==> src/rtl/uart_pkg.sv <==
// Shared UART constants: FSM encodings, bit-counter milestones, line levels and divider defaults.
// Used by both the transmit and receive paths so the two sides stay in step.
package uart_pkg;

    localparam logic [0:0] UART_STATE_IDLE = 1'b0;
    localparam logic [0:0] UART_STATE_RX   = 1'b1;   // same encoding as UART_STATE_TX

    localparam int         UART_BIT_CNT_W     = 4;
    localparam logic [3:0] UART_BIT_CNT_START = 4'd0;
    localparam logic [3:0] UART_BIT_CNT_MSB   = 4'd8;
    localparam logic [3:0] UART_BIT_CNT_STOP  = 4'd9;

    localparam logic UART_START_BIT = 1'b0;
    localparam logic UART_STOP_BIT  = 1'b1;

    localparam int         UART_DIV_CNT_W = 9;
    localparam logic [8:0] UART_DIV_RATE  = 9'd260;

    typedef struct packed {
        logic [7:0] data;
        logic       err;
    } uart_rx_word_t;

endpackage

==> src/rtl/uart_sync2.sv <==
// Two-flop synchronizer for an asynchronous level; 2-cycle latency, no flow control.
// Resets to 1 so an idle-high serial line never looks like a start bit after reset.
module uart_sync2 (
    input  logic clk,
    input  logic reset,
    input  logic d_i,
    output logic q_o
);

    logic meta_q;
    logic sync_q;

    always_ff @(posedge clk) begin
        if (reset) begin
            meta_q <= 1'b1;
            sync_q <= 1'b1;
        end else begin
            meta_q <= d_i;
            sync_q <= meta_q;
        end
    end

    assign q_o = sync_q;

endmodule

==> src/rtl/uart_rx.sv <==
// 8N1 UART receiver sampling mid-bit; start detect 3 clocks after the pin falls, rx_end at the stop-bit centre.
// No flow control or overrun detection: the consumer must take rx_data before the next rx_end.
module uart_rx
    import uart_pkg::*;
#(
    parameter int                   DIV_CNT_W = UART_DIV_CNT_W,
    parameter logic [DIV_CNT_W-1:0] DIV_RATE  = DIV_CNT_W'(UART_DIV_RATE)
) (
    input  logic       clk,
    input  logic       reset,
    input  logic       rx,
    output logic       rx_busy,
    output logic       rx_end,
    output logic [7:0] rx_data,
    output logic       rx_err
);

    localparam logic [DIV_CNT_W-1:0] DIV_HALF = DIV_RATE >> 1;

    logic                      rx_s;
    logic [0:0]                state_q,   state_d;
    logic [DIV_CNT_W-1:0]      div_cnt_q, div_cnt_d;
    logic [UART_BIT_CNT_W-1:0] bit_cnt_q, bit_cnt_d;
    logic [7:0]                sh_reg_q,  sh_reg_d;
    uart_rx_word_t             word_q,    word_d;
    logic                      rx_end_q,  rx_end_d;

    uart_sync2 u_sync (
        .clk   (clk),
        .reset (reset),
        .d_i   (rx),
        .q_o   (rx_s)
    );

    always_comb begin
        state_d   = state_q;
        div_cnt_d = div_cnt_q;
        bit_cnt_d = bit_cnt_q;
        sh_reg_d  = sh_reg_q;
        word_d    = word_q;
        rx_end_d  = 1'b0;

        if (state_q == UART_STATE_IDLE) begin
            if (rx_s == UART_START_BIT) begin
                state_d   = UART_STATE_RX;
                div_cnt_d = DIV_HALF;
                bit_cnt_d = UART_BIT_CNT_START;
            end
        end else if (div_cnt_q != '0) begin
            div_cnt_d = div_cnt_q - DIV_CNT_W'(1);
        end else begin
            div_cnt_d = DIV_RATE;
            if (bit_cnt_q == UART_BIT_CNT_START) begin
                // A start bit that is gone by its centre was a glitch.
                if (rx_s != UART_START_BIT) begin
                    state_d   = UART_STATE_IDLE;
                    bit_cnt_d = UART_BIT_CNT_START;
                end else begin
                    bit_cnt_d = 4'd1;
                end
            end else if (bit_cnt_q == UART_BIT_CNT_STOP) begin
                // Leave at the stop-bit centre so a back-to-back start edge is not missed.
                word_d.data = sh_reg_q;
                word_d.err  = (rx_s != UART_STOP_BIT);
                rx_end_d    = 1'b1;
                state_d     = UART_STATE_IDLE;
                bit_cnt_d   = UART_BIT_CNT_START;
            end else begin
                sh_reg_d  = {rx_s, sh_reg_q[7:1]};
                bit_cnt_d = bit_cnt_q + 4'd1;
            end
        end
    end

    always_ff @(posedge clk) begin
        if (reset) begin
            state_q   <= UART_STATE_IDLE;
            div_cnt_q <= DIV_HALF;
            bit_cnt_q <= UART_BIT_CNT_START;
            sh_reg_q  <= '0;
            word_q    <= '0;
            rx_end_q  <= 1'b0;
        end else begin
            state_q   <= state_d;
            div_cnt_q <= div_cnt_d;
            bit_cnt_q <= bit_cnt_d;
            sh_reg_q  <= sh_reg_d;
            word_q    <= word_d;
            rx_end_q  <= rx_end_d;
        end
    end

    assign rx_busy = (state_q == UART_STATE_RX);
    assign rx_end  = rx_end_q;
    assign rx_data = word_q.data;
    assign rx_err  = word_q.err;

endmodule

==> config.mk <==
export PLATFORM = sky130hd
export DESIGN_NAME = uart_rx
export DESIGN_NICKNAME = d
export VERILOG_FILES = /design/src/rtl/uart_pkg.sv /design/src/rtl/uart_sync2.sv /design/src/rtl/uart_rx.sv
export SDC_FILE = /design/constraint.sdc
export NUM_CORES = 1
export LEC_CHECK = 0
export ABC_AREA = 1
export BUFFER_PORTS_ARGS = -buffer_cell sky130_fd_sc_hd__buf_4
export CAP_MARGIN = 20
export CORE_MARGIN = 5
export CORE_UTILIZATION = 30
export DETAILED_ROUTE_END_ITERATION = 10
export GPL_TIMING_DRIVEN = 0
export REMOVE_ABC_BUFFERS = 1
export SLEW_MARGIN = 20
export SYNTH_ARGS = -nofsm -noshare
export SYNTH_HDL_FRONTEND = slang
export SYNTH_HIERARCHICAL = 1
export SYNTH_SLANG_ARGS = --single-unit
==> constraint.sdc <==
create_clock -name clk -period 1.45 [get_ports clk]
set_clock_uncertainty 0.1 [all_clocks]
set_input_delay 0.29 -clock clk [delete_from_list [all_inputs] [get_ports clk]]
set_output_delay 0.29 -clock clk [all_outputs]
set_load 0.005 [all_outputs]
* Word level (Yosys, flattened, before mapping)
Index checks and enable logic that the tools add are counted.
** Storage, ports and cells
- Logic and storage cells :: 40
- Bits of input ports :: 3
- Register bits :: 34
- Output and inout port bits :: 11
** Cells by class
- Equality and inequality tests :: 3
- Bitwise gates (word level) :: 5
- Reductions and logical operators :: 6
- Add/sub/neg operators :: 2
- Mux-type cells :: 15
** Operators by type and width (count)
- $mux 9 :: 3
- $mux 4 :: 5
- $reduce_bool 9->1 :: 1
- $sub 9x1->9 const B :: 1
- $reduce_and 4->1 :: 2
- $mux 1 :: 7
- $not 1->1 :: 5
- $add 4x1->4 const B :: 1
- $eq 4x4->1 const B :: 1
- $logic_not 4->1 :: 1
- $ne 2x2->1 const B :: 2
- $reduce_or 4->1 :: 1
- $reduce_and 2->1 :: 1

* Logic depth before layout (Yosys ltp)
- Word-level depth :: 5
- Gate-level depth with buffers :: 10
- Mapped depth without buffers :: 9

* Hierarchy
Netlist, hierarchy kept.
** Modules (own cells, without submodules)
- uart_rx :: seq. area each 640.6 µm², cells each 223, instances 1, area each 1610.3 µm²
- uart_sync2 :: seq. area each 40.0 µm², cells each 7, instances 1, area each 58.8 µm²

* Worst setup path before layout
Ideal clock, no wire load.
- Path kind :: register to register
- Start point :: register div_cnt_q[0]
- End point :: register word_q, in the netlist rx_data[7]
- Arrival :: 1372 ps
- Clock period less this slack :: 1586 ps
- Setup time :: 114 ps
- Cell stages (with the launch flop) :: 11
- Slack :: -136 ps
- Cell sequence :: dfxtp_1 inv_1 ha_1 nand2_1 nor2_1 nand3_2 nor2_8 nand2_2 buf_6 nand3_1 nand2_1
** Between the ends
- Longest elaborated chain between the ends :: 3
** Ends and longest elaborated chain
- start, declared :: RTL line uart_rx.sv:22 : logic [DIV_CNT_W-1:0] div_cnt_q, div_cnt_d;
- start signal, assigned :: RTL line uart_rx.sv:85 : div_cnt_q <= div_cnt_d;
- $reduce_bool 9->1 :: RTL line uart_rx.sv:49 : end else if (div_cnt_q != '0) begin
- $not 1->1 (no source line)
- $reduce_and 4->1 (no source line)
- end signal, assigned :: RTL line uart_rx.sv:88 : word_q <= word_d;
- end, declared :: RTL line uart_rx.sv:25 : uart_rx_word_t word_q, word_d;
Every way passes these cells.
A chain may end at the register's enable or synchronous reset.

* Final worst setup path
- Start point :: register div_cnt_q[0]
- End point :: register sh_reg_q[4]
** Between the ends
- Longest elaborated chain between the ends :: 3
** Ends and longest elaborated chain
- $reduce_bool 9->1 :: RTL line uart_rx.sv:49
- $not 1->1 (no source line)
- $reduce_and 4->1 (no source line)
- end signal, assigned :: RTL line uart_rx.sv:87 : sh_reg_q <= sh_reg_d;
- end, declared :: RTL line uart_rx.sv:24 : logic [7:0] sh_reg_q, sh_reg_d;
Every way passes these cells.

==> results.json <==
{
  "synth-edff-count": 0,
  "setup.worst_path.start_class": "register",
  "count_of_input_and_output_buffers": 13,
  "detailedPlacementHpwl_mm": 2.25,
  "timing_max_transition_violations_final": 0,
  "final-setup-viol-count": 21,
  "cts_htree_levels": 2,
  "worstHoldPathCells": 3,
  "slew-limit-headroom_pct": 62.3,
  "die_width_um": 84.6,
  "yosys.cell_types.count": 24,
  "grt_pass1_vias": 1486,
  "share_of_layout_cells_above_drive_strength_1_pct": 30.7,
  "worst-setup-path-type": "register to register",
  "finish.instance_area_um2": 2240,
  "grt_pass1_wl_mm": 6.82,
  "overflow": 0,
  "antenna_found_initial": 0,
  "worstSkewPairLatency_ns": 0.29,
  "clk_root_buffer_cell": "clkbuf_8",
  "critical-path-max-stage-delay_ns": 0.31,
  "drt_iter0_drc": 87,
  "drt-total-wl_mm": 3.98,
  "design.die.area_um2": 7160,
  "vdd_ir_drop_max_mv": 0.514,
  "min_path_type": "input pin to register",
  "core.rowCount": 27,
  "power_density_nw_per_um2": 973,
  "drc_violation_count_after_routing": 0,
  "critPathArrivalTime_ns": 1.64,
  "post_synth_instance_area_um2": 1670,
  "cts_sinks": 34,
  "failed_checks": "setup timing",
  "ys_dominant_reg_cell": "dfxtp_1",
  "maxCapViolCount": 0,
  "via_count": 1530,
  "die_boundary_height_um": 84.6,
  "antennaDiodeCount": 0,
  "max-clock-path-buffers": 2,
  "core_um2": 5470,
  "drtAntennaViolNets": 0,
  "power.leakage_nw": 1.01,
  "ff_latch_area_um2": 689,
  "detailed_route_wire_length_per_cell_um": 11.9,
  "postSynthCellCount": 230,
  "post-route-period-util_pct": 104,
  "worstRegToRegCells": 9,
  "critical_path_peak_fanout": 8,
  "pre_cts_slack_ns": -0.367,
  "multi_input_area_um2": 990,
  "finalSetupTns_ns": -0.702,
  "grt_max_degree": 30,
  "crit_chain": "inv_2, ha_4, nand2_2, nor2_4, nand3_4, buf_12, nor2_8, nor2_1, nor2_2",
  "cp-end-kind": "register",
  "avgSynthCellArea_um2": 7.26,
  "maxClockFrequency_ghz": 0.665,
  "outcome": "finished, violations left",
  "finalWorstSetupSlack_ns": -0.0532,
  "synth-seq-area-share_pct": 40.8,
  "area_growth_pct": 34.3,
  "worstMarginPinSlew_ns": 0.564,
  "postSynthRegisterBits": 34,
  "clk_pin_slew_worst_paths_ns": 0.08,
  "synthArstFlopShare_pct": 0,
  "detail_route.vias_per_cell": 4.59,
  "grt_usage_pct": 11.8,
  "initial_utilization_pct": 30.5,
  "cp_data_required_time_ns": 1.58,
  "cts_buffers": 5,
  "post_dp_cell_area_um2": 1820,
  "yosysWarningCount": 6,
  "cts_hold_buffers": 0,
  "grt_setup_unrepaired": "true",
  "gp_routability_congestion": 0.727,
  "drt_pre_antenna_iters": 4,
  "period_minus_ws_final_ns": 1.50,
  "timing.critical_path.slowest_stage_cell": "dfxtp_1",
  "final_hold_viol_count": 0,
  "fillers": 581,
  "cts_tree": "done",
  "number_of_top_level_pins": 14,
  "final_nets": 267
}
path summary, 6_finish.rpt:
path                                     from       endpoint  slack, ns
worst max-delay path             div_cnt_q[0]    sh_reg_q[4]      -0.05
worst min-delay path                       rx  u_sync/meta_q       0.08
worst max register to register   div_cnt_q[0]    sh_reg_q[4]      -0.05
worst min register to register  u_sync/meta_q     u_sync/q_o       0.31
cells by family after synthesis:
group / share of synthesized area (%)
buffers and inverters: 9.59
DFF: 40.8
and+or+nand+nor: 39.1
xor gates and xnor gates: 2.10
AOI/OAI and AO/OA: 5.40
adders and majority gates: 3.00
synth_stat cells (2+ instances only):
cell,number,share of area [%]
ha_1,4,3.0
nand3_2,2,1.2
nor2_2,3,1.1
nand2_2,4,1.5
nor2_1,29,6.5
xor2_1,3,1.6
a21oi_1,12,3.6
nor2_8,3,3.6
nand3_1,42,13
nand2_1,42,9.4
inv_1,30,6.7
nand4_1,3,1.1
inv_2,3,0.67
dfxtp_1,34,41
buf_2,2,0.60
o21ai_0,6,1.8
metal layers:
metal	GRT usage (%)	wire (µm)
met1	14.8	1900
met2	18.3	1860
met3	3.24	135
met4	6.47	84
met5	0	0
flip-flops by register name, summed over array words and instances (netlist names):
name and cells:
sh_reg_q 8, div_cnt_q 9, rx_busy 1, rx_data 8, u_sync/meta_q 1, rx_err 1, u_sync/q_o 1, bit_cnt_q 4
rx_end 1
power by group:
| group | total [mW] | switching (mW) | internal [mW] |
|---|---|---|---|
| combinational | 0.159 | 0.101 | 0.0579 |
| clock | 1.06 | 0.375 | 0.689 |
| sequential | 0.959 | 0.0143 | 0.945 |
cell type report:
type                    instances  share of cell area [%]
well taps                      72                    4.02
clock inverters                 3                    3.07
inverters                      33                    5.80
multi-input cells             160                    44.1
clock buffers                   5                    3.07
repair buffers                 26                    9.15
flip-flops and latches         34                    30.7
cells in the final DEF, fill, tap and decap left out, types with 2 or more instances in the layout:
master / n
a21oi_1: 11
buf_4: 24
bufinv_16: 2
clkbuf_8: 5
dfxtp_1: 29
dfxtp_2: 4
ha_1: 3
inv_1: 26
inv_2: 5
nand2_1: 40
nand2_2: 3
nand2_4: 3
nand3_1: 32
nand3_2: 10
nand3_4: 3
nand4_1: 3
nor2_1: 26
nor2_2: 4
nor2_4: 5
nor2_8: 3
o21ai_0: 5
xor2_1: 3
stage by stage:
step | instances | power (mW) | hold WS, ns | util (%)
global route | 333 | 2.26 | 0.0772 | 41.0
floorplan | 224 | 1.07 | 0.259 | -
global placement | 309 | 1.10 | 0.303 | 33.3
finish | 333 | 2.18 | 0.0812 | 41.0
CTS | 331 | 2.19 | 0.0727 | 39.9
detailed placement | 309 | 1.10 | 0.299 | 33.3
critical path, delay by kind of cell (launching register included):
kind          cells  cell delay (ns)
fa+ha+maj         1             0.17
buf+inv           2             0.24
flops             1             0.31
simple gates      6             0.63
timing repair:
action / 4_1_cts / 5_1_grt
gates cloned: 3 / 0
gates resized for setup: 25 / 13
endpoints found under the setup margin: 32 / 30
endpoints found under the hold margin: 0 / 0
pin swaps: 15 / 17
buffers inserted: 11 / 2
Power figures use the tool's default switching activity.
